<file path="src/rtl/instr_mem_pkg.sv">
`default_nettype none
// ============================================================================
// Module      : instr_mem_pkg
// Description : Shared fault encoding, default NOP word and fetch-stage record
//               for the pipelined instruction memory.
// Revision    : 1.0 - initial release
// ============================================================================
package instr_mem_pkg;

    localparam int FAULT_MISALIGN = 0;
    localparam int FAULT_RANGE    = 1;
    localparam int FAULT_W        = 2;

    localparam int          DEFAULT_ADDR_WIDTH = 32;
    localparam int          DEFAULT_DATA_WIDTH = 32;
    localparam logic [31:0] DEFAULT_NOP_WORD   = 32'h0000_0000;

    typedef logic [FAULT_W-1:0] fault_t;

    // Stage record at the default widths; wider or narrower builds use an
    // identically laid out struct declared in the top.
    typedef struct packed {
        logic                          valid;
        logic [DEFAULT_ADDR_WIDTH-1:0] addr;
        logic [DEFAULT_DATA_WIDTH-1:0] data;
        fault_t                        fault;
    } fetch_stage_t;

endpackage
`default_nettype wire

</file>
<file path="src/rtl/instr_fetch_stage.sv">
`default_nettype none
// ============================================================================
// Module      : instr_fetch_stage
// Description : One pipeline register of the fetch pipeline with load-enable
//               and synchronous clear back to the idle record.
// Revision    : 1.0 - initial release
// ============================================================================
module instr_fetch_stage
    import instr_mem_pkg::*;
#(
    parameter type T       = fetch_stage_t,
    parameter T    RST_VAL = '0
) (
    input  logic clk,
    input  logic rst_n,
    input  logic en,
    input  logic clr,
    input  T     d,
    output T     q
);

    T stage_q;
    T stage_d;

    // Clear wins over enable so a flush also breaks a stall.
    always_comb begin
        stage_d = stage_q;
        if (clr) begin
            stage_d = RST_VAL;
        end else if (en) begin
            stage_d = d;
        end
    end

    always_ff @(posedge clk or negedge rst_n) begin
        if (!rst_n) begin
            stage_q <= RST_VAL;
        end else begin
            stage_q <= stage_d;
        end
    end

    assign q = stage_q;

endmodule
`default_nettype wire

</file>
<file path="src/rtl/instr_fetch_mem.sv">
`default_nettype none
// ============================================================================
// Module      : instr_fetch_mem
// Description : Pipelined instruction memory with valid/ready fetch port,
//               fault flagging, flush and run-time load port.
//               Optional macro INSTR_FETCH_MEM_PERF_EN adds fetch/stall counters.
// Revision    : 1.0 - initial release
// ============================================================================
module instr_fetch_mem
    import instr_mem_pkg::*;
#(
    parameter int                    ADDR_WIDTH   = 32,
    parameter int                    DATA_WIDTH   = 32,
    parameter int                    DEPTH        = 64,
    parameter int                    READ_LATENCY = 1,
    parameter logic [DATA_WIDTH-1:0] NOP_WORD     = DATA_WIDTH'(instr_mem_pkg::DEFAULT_NOP_WORD)
) (
    input  logic                     clk,
    input  logic                     rst_n,
    input  logic                     req_valid,
    output logic                     req_ready,
    input  logic [ADDR_WIDTH-1:0]    req_addr,
    output logic                     rsp_valid,
    input  logic                     rsp_ready,
    output logic [DATA_WIDTH-1:0]    rsp_instr,
    output logic [ADDR_WIDTH-1:0]    rsp_addr,
    output logic [1:0]               rsp_fault,
    input  logic                     flush,
    input  logic                     load_en,
    input  logic [$clog2(DEPTH)-1:0] load_index,
    input  logic [DATA_WIDTH-1:0]    load_data
`ifdef INSTR_FETCH_MEM_PERF_EN
    ,
    output logic [31:0]              perf_fetches,
    output logic [31:0]              perf_stalls
`endif
);

    localparam int                    c_IDX_W   = $clog2(DEPTH);
    localparam int                    c_WIDX_W  = ADDR_WIDTH - 2;
    localparam logic [c_WIDX_W-1:0]   c_DEPTH_W = c_WIDX_W'(DEPTH);

    typedef struct packed {
        logic                  valid;
        logic [ADDR_WIDTH-1:0] addr;
        logic [DATA_WIDTH-1:0] data;
        fault_t                fault;
    } stage_t;

    localparam stage_t c_STAGE_RST = '{valid: 1'b0, addr: '0, data: NOP_WORD, fault: '0};

    if (READ_LATENCY < 1 || READ_LATENCY > 4) begin : g_bad_latency
        $error("instr_fetch_mem: READ_LATENCY must be within 1..4");
    end

    logic                  w_advance;
    logic                  w_accept;
    logic [c_WIDX_W-1:0]   w_word_idx;
    fault_t                w_fault;
    logic [DATA_WIDTH-1:0] w_rd_data;
    stage_t                w_stage_in;
    stage_t                w_stage_q [READ_LATENCY];

    // Program store: not reset, starts out as all NOPs.
    logic [DATA_WIDTH-1:0] mem_q [DEPTH] = '{default: NOP_WORD};

    always_ff @(posedge clk) begin
        if (load_en && (int'(load_index) < DEPTH)) begin
            mem_q[load_index] <= load_data;
        end
    end

    // Range is judged on the full word index so high addresses never alias.
    always_comb begin
        w_word_idx                 = req_addr[ADDR_WIDTH-1:2];
        w_fault                    = '0;
        w_fault[FAULT_MISALIGN]    = |req_addr[1:0];
        w_fault[FAULT_RANGE]       = (w_word_idx >= c_DEPTH_W);
        w_rd_data                  = NOP_WORD;
        if (w_fault == '0) begin
            w_rd_data = mem_q[w_word_idx[c_IDX_W-1:0]];
        end
    end

    always_comb begin
        w_advance        = !rsp_valid || rsp_ready;
        req_ready        = w_advance && !flush;
        w_accept         = req_valid && req_ready;
        w_stage_in.valid = w_accept;
        w_stage_in.addr  = req_addr;
        w_stage_in.data  = w_rd_data;
        w_stage_in.fault = w_fault;
    end

    for (genvar i = 0; i < READ_LATENCY; i++) begin : g_stage
        stage_t w_d;
        if (i == 0) begin : g_first
            assign w_d = w_stage_in;
        end else begin : g_next
            assign w_d = w_stage_q[i-1];
        end

        instr_fetch_stage #(
            .T       (stage_t),
            .RST_VAL (c_STAGE_RST)
        ) u_stage (
            .clk   (clk),
            .rst_n (rst_n),
            .en    (w_advance),
            .clr   (flush),
            .d     (w_d),
            .q     (w_stage_q[i])
        );
    end

    assign rsp_valid = w_stage_q[READ_LATENCY-1].valid;
    assign rsp_instr = w_stage_q[READ_LATENCY-1].data;
    assign rsp_addr  = w_stage_q[READ_LATENCY-1].addr;
    assign rsp_fault = w_stage_q[READ_LATENCY-1].fault;

`ifdef INSTR_FETCH_MEM_PERF_EN
    logic [31:0] perf_fetches_q;
    logic [31:0] perf_fetches_d;
    logic [31:0] perf_stalls_q;
    logic [31:0] perf_stalls_d;

    // Saturating counters: they stick at all-ones rather than wrap.
    always_comb begin
        perf_fetches_d = perf_fetches_q;
        perf_stalls_d  = perf_stalls_q;
        if (w_accept && (perf_fetches_q != '1)) begin
            perf_fetches_d = perf_fetches_q + 32'd1;
        end
        if (req_valid && !req_ready && (perf_stalls_q != '1)) begin
            perf_stalls_d = perf_stalls_q + 32'd1;
        end
    end

    always_ff @(posedge clk or negedge rst_n) begin
        if (!rst_n) begin
            perf_fetches_q <= '0;
            perf_stalls_q  <= '0;
        end else begin
            perf_fetches_q <= perf_fetches_d;
            perf_stalls_q  <= perf_stalls_d;
        end
    end

    assign perf_fetches = perf_fetches_q;
    assign perf_stalls  = perf_stalls_q;
`endif

endmodule
`default_nettype wire

</file>
<file path="config.mk">
export PLATFORM = sky130hd
export DESIGN_NAME = instr_fetch_mem
export DESIGN_NICKNAME = d
export VERILOG_FILES = /design/src/rtl/instr_mem_pkg.sv /design/src/rtl/instr_fetch_stage.sv /design/src/rtl/instr_fetch_mem.sv
export SDC_FILE = /design/constraint.sdc
export NUM_CORES = 2
export LEC_CHECK = 0
export CORE_MARGIN = 5
export CORE_UTILIZATION = 40
export CTS_CLUSTER_DIAMETER = 80
export DETAILED_ROUTE_END_ITERATION = 7
export HOLD_SLACK_MARGIN = 0.08
export PLACE_DENSITY = 0.66
export SYNTH_ARGS = -nofsm -noshare
export SYNTH_HDL_FRONTEND = slang
export SYNTH_SLANG_ARGS = --single-unit
</file>
<file path="constraint.sdc">
create_clock -name clk -period 3.5 [get_ports clk]
set_input_delay 0.875 -clock clk [delete_from_list [all_inputs] [get_ports clk]]
set_output_delay 0.875 -clock clk [all_outputs]
set_load 0.05 [all_outputs]
</file>
* After elaboration in Yosys (flattened, before gate mapping) *
Memory sizes are Yosys's and may differ from the RTL's.
Cells that the tools add are included.

cells by class
  $lt $le $gt $ge = 1
  multiplexer cells = 5
  reduce and logical (&&, ||, !) cells = 8

operators by type and width
  operator             count
  $mux 67              2
  $mux 32              1
  $ge 30x7->1 const B  1
  $logic_and 1x1->1    2
  $logic_not 1->1      2
  $logic_not 2->1      1
  $mux 1               2
  $reduce_bool 2->1    1
  $reduce_or 2->1      1
  $logic_or 1x1->1     1

word-level totals
  register bits = 67
  bits in writable memories = 2048
  output and inout bits = 68
  logic and storage cells = 19
  memories = 1

memories
  memory  words  width  rd ports  clocked after Yosys merged registers in  wr ports  line                   source
  mem_q   64     32     1         0                                        1         instr_fetch_mem.sv:65  logic [DATA_WIDTH-1:0] mem_q [DEPTH] = '{default: NOP_WORD};

* Longest topological paths before layout *
  depth in word-level cells = 6
  mapped depth = 12
  depth with buffers taken out = 6

* Modules after synthesis *
From an unflattened synthesis, not the netlist that was laid out.

second synthesis, totals
  cells, all modules = 3669
  area total of the unflattened synthesis = 81679.6 µm²

by module, submodules not included
  module             instances  cells each  area an instance (µm²)  seq. area each (µm²)
  instr_fetch_mem    1          3453        78943.2                 61499.0
  instr_fetch_stage  1          216         2736.4                  1676.6

* Least setup slack after synthesis *
No wires, ideal clock.

  path kind = input -> register
  start point = in load_index[3]
  end point = mem mem_q[48][0] (enable)
  data arrival time = 3.605 ns
  required time = 3.039 ns
  slack = -0.566 ns
  cell stages on the path = 4
  cell sequence = clkbuf_1 > nor2b_1 > nand4b_1 > nor3_1

RTL lines
  element          line                   source
  start, declared  instr_fetch_mem.sv:30  input logic [$clog2(DEPTH)-1:0] load_index,
  end, declared    instr_fetch_mem.sv:65

No word-level cell before the write port.

* Final worst setup path *
  start point = reg g_stage[0].u_stage.stage_q (netlist bit g_stage[0].u_stage.q[9])
  end point = out rsp_instr[7]

RTL lines
  element                 line                     source
  start, declared         instr_fetch_stage.sv:22  T stage_q;
  start signal, assigned  instr_fetch_stage.sv:39  stage_q <= stage_d;
  end, declared           instr_fetch_mem.sv:25    output logic [DATA_WIDTH-1:0] rsp_instr,

No word-level cell between the ends.

==> out/metrics.cfg <==
[status]
outcome = finished, final reports clean

[detailed_routing]
wire_per_inst_um = 30.04
dr.pass1.iters = 6
drtIter0Drc = 4501
viasPerCell = 5.799
vias = 39721
wl_mm = 205.8
antenna_left = 0
drc = 0

[setup_path]
cp_top_family = buffers and inverters
critPathLaunch = g_stage[0].u_stage.q[9]$_DFFE_PN0P_
path_class = reg2out
rr_startpoint = g_stage[0].u_stage.q[66]$_DFFE_PN0P_
cp_slowest_stage_delay_ns = 0.97
crit_path_top_delay_cell = clkdlybuf4s50_1
endpoint_kind = output port
path_buf_inv = 1
worstPathCellList = clkdlybuf4s50_1
crit_fanout = 3
start_kind = flop
critPathArrivalTime_ns = 2.41
cp_data_required_time_ns = 2.62

[global_route]
grt_pass1_vias = 40269
grt_first_pass_wirelength_mm = 294.2
grt_max_degree = 65
grt_usage = 0.1937
antenna_found_initial = 17
globalRouteOverflowTotal = 0

[cts]
cts_buffers = 205
clock_latency_ns = 0.83
htree_levels = 4
cts_buffer_depth = 3
cts.sinks = 2115
cts_resized = 0
cts_hold_buf = 0
tritoncts = built
post-cts-setup-buffer-count = 0
clk_pin_slew_worst_paths_ns = 0.06
cts_root_buf = clkbuf_16

[synth]
ys_seq_area_frac = 0.7816
ys_types = 48
synth_top_cells_by_count = edfxtp_1, mux4_2, mux2i_1
synth_top_area_frac = 0.7608
synth_nets = 3631
ys_seq_elements = 2115
yosysWarnings = 0
syn_avg_cell_area_um2 = 22.74
synth-async-reset-ratio = 0.03168
synth-main-ff-cell = edfxtp_1
yosysTopAreaCell = edfxtp_1
mappedNetlistArea_um2 = 80830
synth_area_leaders = edfxtp_1, mux4_2, dfrtp_1, mux2i_1, nor2_1
yosysMostFrequentCell = edfxtp_1
syn_inst = 3555
synth_edf_count = 2048

[sta]
final.min_clock_period_ns = 3.288
fin_crit_sh = 0.9394
max_freq_mhz = 304.2
hold_viol_final = 0
tightest_slew_ns = 1.296
tns_ns = 0
fin_ws_ns = 0.2123
clock_skew_ns = 0.02358
relSlewSlack = 0.1360
drv_slew = 0
setup_viol = 0
rsz0062_at_grt = no
whs_ns = 0.2959

[placed_design]
gp_congestion = 0.7896
dp_hpwl_mm = 117.7
post-place-ws_ns = -0.4312
placed_cell_area_um2 = 88330
numPortBuffers = 143

[power]
power_density_nw_per_um2 = 550.5
internal_power_mw = 41.27
seq_power_share = 0.536
p_leak_nw = 30.05
p_switching_mw = 10.96
swShare = 0.2098
combPwrFrac = 0.052
clock_power_share = 0.411
ir_drop_mv = 0.5485

[layout]
post-route-util = 0.4704
fin_nets = 4074
layout-drive-gt1-share = 0.2923
fillers = 16168
multiInputGateArea_um2 = 16990
stdcell_area_um2 = 94880
syn2layout_area_growth_pct = 17.38
seqCellArea_um2 = 63180

[floorplan]
num_io_pins = 144
coreArea_um2 = 201700
initial_core_util = 0.4008
die_h_um = 459.5
core.rowCount = 165
dieArea_um2 = 211200
die_width_um = 459.5

[worst_hold_path]
hold_path.class = in2async

[run]
maxCapViolations = 0

[flip-flops by register name, summed over array words and instances (netlist names)]
signal and cells:
g_stage.u_stage.q 67, mem_q 2048
[worst reg2reg max path, stage by stage (launching register included)]
cell and delay [ns]:
dfrtp_1 0.37, nor2b_1 0.18, nor2_2 0.33, nand4_1 0.23, buf_12 0.23, a2111oi_0 1.07, a22o_1 0.24
[path summary, 6_finish.rpt]
check	to	slack (ns)	cells after the start
worst max-delay path	rsp_instr[7]	0.21	1
worst min-delay path	g_stage[0].u_stage.q[55]$_DFFE_PN0P_	0.30	1
worst max register to register	g_stage[0].u_stage.q[8]$_DFFE_PN0P_	0.80	6
worst min register to register	g_stage[0].u_stage.q[37]$_DFFE_PN0P_	0.50	1
max in group asynchronous	g_stage[0].u_stage.q[37]$_DFFE_PN0P_	2.44	2
min in group clk	g_stage[0].u_stage.q[37]$_DFFE_PN0P_	0.50	1
[layout by cell type, fill, tap and decap left out, types with 18 or more instances in the layout]
cell type / instances
buf_12: 107
a21oi_1: 26
mux2_2: 27
o2111ai_1: 18
clkbuf_16: 207
o221ai_1: 18
buf_2: 35
clkinv_1: 45
clkdlybuf4s50_1: 103
nand2_1: 56
clkbuf_1: 48
nand3_1: 23
mux4_2: 495
clkinv_2: 42
dfrtp_1: 67
a221oi_1: 27
buf_4: 187
o22ai_1: 32
mux2i_1: 163
edfxtp_1: 2048
nor2_1: 59
nor2_4: 62
a22o_1: 46
a22oi_1: 24
[per-stage QoR]
step / total power, mW / std cells
2_1_floorplan: 29.98 / 3555
3_3_place_gp: 31.25 / 6460
3_5_place_dp: 31.29 / 6462
4_1_cts: 52.62 / 6845
5_1_grt: 53.87 / 6849
6_report: 52.23 / 6850
[power groups by stage]
stage | combinational [mW] | sequential (mW) | clock (mW)
6_report | 2.73 | 28.0 | 21.5
5_1_grt | 2.88 | 28.0 | 23.0
4_1_cts | 2.75 | 28.0 | 21.9
3_5_place_dp | 2.75 | 28.5 | 0
3_3_place_gp | 2.71 | 28.5 | 0
2_1_floorplan | 1.36 | 28.6 | 0
[cell families after synthesis]
group	share of synthesized area
AO/OA/AOI/OAI	0.02727
buffers and inverters	0.01469
flip-flops	0.7816
multiplexers	0.1619
AND/OR/NAND/NOR	0.01460
[metal layers]
metal / GRT usage / part of all wire / vias up
li1: - / - / 16099
met1: 0.2685 / 0.40 / 21330
met2: 0.3133 / 0.49 / 1966
met3: 0.04050 / 0.091 / 320
met4: 0.05451 / 0.026 / 6
met5: 0 / 0.00020 / -
[final cells by class]
type | instances | share of cell area
Sequential cell | 2115 | 0.6659
Multi-Input combinational cell | 1237 | 0.1791
Clock buffer | 260 | 0.05722
Timing Repair Buffer | 437 | 0.05073
Tap cell | 2672 | 0.03524
Clock inverter | 123 | 0.01167
Antenna cell | 4 | 0.0001055
Inverter | 2 | 0.00007912
(Power assumes the default switching activity.)
